<file path="src/rtl/iter_adder_if.sv">
// iter_adder_if: request/result bundle for the iterative adder.
// The master drives operands and start; the slave returns status and results.
interface iter_adder_if #(
  parameter int WIDTH = 64
) ();
  logic             start;
  logic             sub;
  logic [WIDTH-1:0] A;
  logic [WIDTH-1:0] B;
  logic             Cin;
  logic             busy;
  logic             done;
  logic [WIDTH-1:0] S;
  logic             Cout;
  logic             Ofl;
  logic             Zero;

  modport master (
    output start, sub, A, B, Cin,
    input  busy, done, S, Cout, Ofl, Zero
  );

  modport slave (
    input  start, sub, A, B, Cin,
    output busy, done, S, Cout, Ofl, Zero
  );
endinterface

</file>
<file path="src/rtl/iter_adder.sv">
// iter_adder: multi-cycle add/subtract, CHUNK bits per clock.
// Lookahead carries inside a chunk; only the inter-chunk carry is a flop.
module iter_adder #(
  parameter int WIDTH = 64,
  parameter int CHUNK = 16
) (
  input logic         clk,
  input logic         rst_n,
  iter_adder_if.slave bus
);
  localparam int NCH = WIDTH / CHUNK;
  localparam int KW  = (NCH > 1) ? $clog2(NCH) : 1;

  typedef enum logic [1:0] {
    IDLE,
    RUN,
    DONE
  } state_e;

  state_e           state_q, state_d;
  logic [WIDTH-1:0] a_q, a_d;
  logic [WIDTH-1:0] b_q, b_d;
  logic [WIDTH-1:0] s_q, s_d;
  logic [KW-1:0]    k_q, k_d;
  logic             carry_q, carry_d;
  logic             cout_q, cout_d;
  logic             ofl_q, ofl_d;
  logic             zero_q, zero_d;
  logic             busy, done;
  logic             accept, last;
  logic [CHUNK-1:0] ca, cb, csum;
  logic [CHUNK:0]   cc;

  // c[i] from group generate/propagate of bits below i and carry-in
  function automatic logic [CHUNK:0] cla(
    input logic [CHUNK-1:0] x,
    input logic [CHUNK-1:0] y,
    input logic             ci
  );
    logic [CHUNK:0] c;
    logic           gg;
    logic           pp;
    gg   = 1'b0;
    pp   = 1'b1;
    c[0] = ci;
    for (int i = 0; i < CHUNK; i++) begin
      gg       = (x[i] & y[i]) | ((x[i] ^ y[i]) & gg);
      pp       = (x[i] ^ y[i]) & pp;
      c[i + 1] = gg | (pp & ci);
    end
    return c;
  endfunction

  assign accept = bus.start && (state_q != RUN);
  assign last   = (k_q == KW'(NCH - 1));
  assign ca     = a_q[int'(k_q) * CHUNK +: CHUNK];
  assign cb     = b_q[int'(k_q) * CHUNK +: CHUNK];
  assign cc     = cla(ca, cb, carry_q);
  assign csum   = ca ^ cb ^ cc[CHUNK-1:0];

  always_ff @(posedge clk or negedge rst_n) begin
    if (!rst_n) begin
      state_q <= IDLE;
    end else begin
      state_q <= state_d;
    end
  end

  always_comb begin
    state_d = state_q;
    unique case (1'b1)
      accept:                        state_d = RUN;
      (state_q == RUN) && last:      state_d = DONE;
      (state_q == DONE) && !bus.start: state_d = IDLE;
      default: ;
    endcase
  end

  always_comb begin
    busy = (state_q == RUN);
    done = (state_q == DONE);
  end

  always_comb begin
    a_d     = a_q;
    b_d     = b_q;
    s_d     = s_q;
    k_d     = k_q;
    carry_d = carry_q;
    cout_d  = cout_q;
    ofl_d   = ofl_q;
    zero_d  = zero_q;
    if (accept) begin
      a_d     = bus.A;
      b_d     = bus.B ^ {WIDTH{bus.sub}};
      carry_d = bus.sub | bus.Cin;
      k_d     = '0;
    end else if (state_q == RUN) begin
      s_d[int'(k_q) * CHUNK +: CHUNK] = csum;
      carry_d = cc[CHUNK];
      k_d     = k_q + 1'b1;
      if (last) begin
        k_d    = '0;
        cout_d = cc[CHUNK];
        ofl_d  = cc[CHUNK] ^ cc[CHUNK-1];
        zero_d = (s_d == '0);
      end
    end
  end

  always_ff @(posedge clk or negedge rst_n) begin
    if (!rst_n) begin
      a_q     <= '0;
      b_q     <= '0;
      s_q     <= '0;
      k_q     <= '0;
      carry_q <= 1'b0;
      cout_q  <= 1'b0;
      ofl_q   <= 1'b0;
      zero_q  <= 1'b0;
    end else begin
      a_q     <= a_d;
      b_q     <= b_d;
      s_q     <= s_d;
      k_q     <= k_d;
      carry_q <= carry_d;
      cout_q  <= cout_d;
      ofl_q   <= ofl_d;
      zero_q  <= zero_d;
    end
  end

  assign bus.busy = busy;
  assign bus.done = done;
  assign bus.S    = s_q;
  assign bus.Cout = cout_q;
  assign bus.Ofl  = ofl_q;
  assign bus.Zero = zero_q;
endmodule

</file>
<file path="src/flat_wrapper.sv">
// flat-port wrapper written by rule: the top's interface ports become plain ports
module iter_adder_flat 
#(
  parameter int WIDTH = 64,
  parameter int CHUNK = 16
)
  (clk, rst_n, bus_start, bus_sub, bus_A, bus_B, bus_Cin, bus_busy, bus_done, bus_S, bus_Cout, bus_Ofl, bus_Zero);
  iter_adder_if #(.WIDTH(WIDTH)) bus_i ();
  input logic clk;
  input logic rst_n;
  input wire logic [$bits(bus_i.start)-1:0] bus_start;
  input wire logic [$bits(bus_i.sub)-1:0] bus_sub;
  input wire logic [$bits(bus_i.A)-1:0] bus_A;
  input wire logic [$bits(bus_i.B)-1:0] bus_B;
  input wire logic [$bits(bus_i.Cin)-1:0] bus_Cin;
  output wire logic [$bits(bus_i.busy)-1:0] bus_busy;
  output wire logic [$bits(bus_i.done)-1:0] bus_done;
  output wire logic [$bits(bus_i.S)-1:0] bus_S;
  output wire logic [$bits(bus_i.Cout)-1:0] bus_Cout;
  output wire logic [$bits(bus_i.Ofl)-1:0] bus_Ofl;
  output wire logic [$bits(bus_i.Zero)-1:0] bus_Zero;
  assign bus_i.start = bus_start;
  assign bus_i.sub = bus_sub;
  assign bus_i.A = bus_A;
  assign bus_i.B = bus_B;
  assign bus_i.Cin = bus_Cin;
  assign bus_busy = bus_i.busy;
  assign bus_done = bus_i.done;
  assign bus_S = bus_i.S;
  assign bus_Cout = bus_i.Cout;
  assign bus_Ofl = bus_i.Ofl;
  assign bus_Zero = bus_i.Zero;
  iter_adder #(.WIDTH(WIDTH), .CHUNK(CHUNK)) u_core (.clk(clk), .rst_n(rst_n), .bus(bus_i));
endmodule
</file>
<file path="config.mk">
export PLATFORM = sky130hd
export DESIGN_NAME = iter_adder_flat
export DESIGN_NICKNAME = d
export VERILOG_FILES = /design/src/rtl/iter_adder_if.sv /design/src/rtl/iter_adder.sv /design/src/flat_wrapper.sv
export SDC_FILE = /design/constraint.sdc
export NUM_CORES = 1
export LEC_CHECK = 0
export CORE_UTILIZATION = 56
export CTS_CLUSTER_DIAMETER = 200
export DETAILED_ROUTE_END_ITERATION = 16
export HOLD_SLACK_MARGIN = 0.05
export PLACE_DENSITY = 0.86
export SLEW_MARGIN = 20
export SYNTH_ARGS = -nofsm -noshare
export SYNTH_HDL_FRONTEND = slang
export SYNTH_SLANG_ARGS = --single-unit
</file>
<file path="constraint.sdc">
create_clock -name clk -period 8 [get_ports clk]
set_input_delay 1.6 -clock clk [delete_from_list [all_inputs] [get_ports clk]]
set_output_delay 1.6 -clock clk [all_outputs]
set_load 0.01 [all_outputs]
</file>
==> key figures <==
Run status
  – Status: finished, final reports clean

Setup path
  – Worst-path fanout max: 27
  – CP max-delay cell: mux4_2
  – Crit path kind: reg -> reg
  – Startpoint Class: flop
  – Setup crit end: u_core.bus.Zero
  – Worst R2R End: u_core.bus.Zero
  – Worst reg2reg path depth: 11
  – Slowest stage delay, CP: 0.64 ns
  – Launch point of the worst reg-to-reg path: u_core.k_q[0]
  – Crit path from: u_core.k_q[0]
  – Crit-path cells: buf_4 > mux4_2 > ha_1 > a21o_1 > a31o_1 > a31oi_2 > a21oi_2 > xor2_1 > nor2_1 > a41o_1 > a22o_1
  – Reg-to-reg slack, setup: between 3 and 4 ns
  – Crit end category: flop
  – CP arrival: 4.53 ns
  – Crit path required time: 8.33 ns

Routing
  – Via Count: 7365
  – DR pass1 iterations: 7
  – Drt total wl: 24900 um
  – DRC violations left: 0
  – Drt wl/cell: 20.3 um
  – Routed vias/inst: 6.01
  – Uppermost routed layer: met4
  – Met3 wire length: around 1500 um
  – M1 WL: 10100 um
  – Routed length on met2: 12400 um
  – Post-route ant nets: 0
  – DR iter-0 viols: 561

Floorplan
  – Initial core utilization: 57.9%
  – I/O pin count: 202
  – Rows: 47
  – Die footprint: 0.0179 mm^2
  – Chip Height: 134 um
  – Core area: 0.0168 mm^2
  – Die width: 134 um

Synthesis
  – Number of flops mapped to enable cells by yosys: 0
  – Synth warnings: 0
  – Post-Synthesis Cells: 817
  – Dominant cells by area after synthesis: dfrtp_1, mux2_2, mux4_2
  – Synth Area in Adders: 3.04%
  – Netlist cell types: 58
  – Top cells by count, synth: dfrtp_1, nand2_1, o21ai_0
  – #FFs+latches synth: 200
  – Share of the synthesized area in the top cell type: 51.6%
  – Synth async-reset ratio: 100%
  – Ys flop type: dfrtp_1
  – Sequential fraction of the synthesis area: between 50% and 60%
  – Compound-Gate Fraction of Synth Area: 12.9%
  – Mux cell area share after synthesis: 15.2%
  – Post-Synthesis Cell Area: slightly below 0.01 mm^2
  – XOR/XNOR Fraction of Synth Area: between 6 and 7%
  – Post-Synthesis Net Count: around 1000
  – Mean Syn Cell Area: approximately 12 um^2
  – Post-Synth Simple-Gate Area: 8.29%
  – Top-count cell post-synth: dfrtp_1
  – Largest family of logic cells by synthesized area: multiplexers
  – Yosys top cell by area: dfrtp_1

Timing
  – Final Hold Viols: 0
  – Max-slew violation total from the final report: 0
  – Final Critical Period: between 4 and 5 ns
  – Tcrit/Tclk final: 52.5%
  – Layout Skew: 0.0126 ns
  – F_max: approximately 240 MHz
  – Rel. slew slack: about 32%
  – TNS Setup: 0 ns
  – Unrepaired setup endpoints after global routing: no
  – Worst-Margin Slew: ~1.0 ns
  – # setup viols final: 0

GRT
  – Total GRT Usage: 29.4%
  – Largest net degree at the start of global routing: 121
  – Global-route wire length before repair: 39700 um
  – Grt ovf: 0
  – Antenna violations before repair: 0
  – Vias in the first global route: 7407

Clocking
  – Post-CTS Setup Inserts: 0
  – Reg clk slew, reported paths: 0.07 ns
  – CTS Buf Count: 17
  – Clk sink count: 200
  – Htree depth: 4
  – Cts hold-fix bufs: 0
  – Clock Latency Late Sink: 0.44 ns
  – Clock root buffer: clkbuf_16
  – TritonCTS clock tree: yes
  – Clock Path Buffers: 2
  – CTS-repair resized insts: 0

Placement
  – Placed cell areas: between 0.01 and 0.015 mm^2
  – Detailed Place HPWL: ~18000 um
  – Final RePlAce weighted congestion: a little under 0.9
  – IO buf count: 201

Worst hold path
  – Hold Path Class: reg -> reg

Finish
  – Nets@finish: 1149
  – Area grow syn2layout: 27.9%
  – ANT cells: 0
  – Fillers: 1115
  – Layout cell share with drive strength beyond 1: 14.5%
  – Final Instance Area: around 0.012 mm^2

Flow run
  – Max Cap Violations: 0

Pwr
  – Power Total: 6.40 mW
  – LEAKAGE: 5.24 nW
  – Power density over cell area: slightly above 500 mW/mm^2
  – Peak supply drop: 0.000422 V
state kept, by name, summed over array words and instances, names as in the netlist:
name             cells
u_core.bus.Zero      1
u_core.bus.Cout      1
u_core.b_q          64
u_core.state_q       2
u_core.bus.Ofl       1
u_core.a_q          64
u_core.k_q           2
u_core.bus.S        64
u_core.carry_q       1
cell type report:
type	count	area, um^2	area share [%]
clock buffers	23	478	3.85
clock inverters	9	91.3	0.736
inverters	5	23.8	0.191
multi-input cells	564	4500	36.2
flip-flops and latches	200	5010	40.3
well taps	220	275	2.22
repair buffers	205	2040	16.5
cells by family (layout without fill, tap and decap cells):
kind of cell | count (synthesis) | after routing
AOI/OAI and AO/OA | 190 | 190
xor gates and xnor gates | 76 | 76
adders and majority gates | 23 | 23
buffers and inverters | 53 | 242
DFF | 200 | 200
muxes | 99 | 99
and+or+nand+nor | 176 | 176
where the power goes:
| group | switching, mW | internal [mW] |
|---|---|---|
| clock network | 0.379 | 0.457 |
| logic | 2.21 | 1.56 |
| registers | 0.315 | 1.48 |
| total | 2.90 | 3.50 |
per-layer routing:
layer / vias up / GRT usage [%]
met1: 3677 / 38.1
met4: 0 / 13.7
met5: - / 0
met3: 64 / 4.79
li1: 3312 / -
met2: 312 / 48.7
worst min-delay path by stage:
| stage | from | to | slack (ns) | depth (start not counted) |
|---|---|---|---|---|
| 2_1_floorplan | u_core.b_q[32] | u_core.b_q[32] | 0.44 | 2 |
| 3_3_place_gp | u_core.b_q[40] | u_core.b_q[40] | 0.46 | 2 |
| 3_5_place_dp | u_core.b_q[43] | u_core.b_q[43] | 0.46 | 2 |
| 4_1_cts | u_core.b_q[43] | u_core.b_q[43] | 0.48 | 2 |
| 5_1_grt | u_core.b_q[43] | u_core.b_q[43] | 0.50 | 2 |
| 6_report | u_core.b_q[33] | u_core.b_q[33] | 0.48 | 2 |
stage by stage:
step	hold WS (ns)	setup WS (ns)	utilization, %	instances
6_report	0.476	3.80	74.1	1226
3_5_place_dp	0.465	3.65	70.7	1194
5_1_grt	0.502	3.58	74.1	1226
2_1_floorplan	0.445	4.16	-	817
3_3_place_gp	0.455	3.67	70.7	1194
4_1_cts	0.480	3.85	74.1	1226
layout by cell type (no fill, tap or decap), types with 3 or more instances in the layout:
cell type        count
buf_4                5
inv_1                4
ha_1                22
clkbuf_8             4
clkbuf_1             3
xnor2_1             72
and3_1               3
nor4_1              11
nor3_1               7
nand3b_1             3
o21a_1               3
a21o_1               6
mux2_2              65
nor2b_1              4
a21oi_1             13
o31ai_1              4
clkinv_4             5
nand2_1            102
or4_1                3
nand4_1              4
o21ai_0             92
a22o_1              44
clkdlybuf4s50_1    199
nand3_1              8
nor2_1              19
clkbuf_16           17
mux4_2              32
xor2_1               4
dfrtp_1            199
worst max-delay path: cells and delay by family (launching register included):
family,cells,cell delay [ns]
xor+xnor,1,0.64
fa+ha+maj,1,0.39
flops,1,0.55
compound gates,6,1.23
simple gates,1,0.08
buf+inv,1,0.53
mux,1,0.64
(Power assumes the default switching activity.)
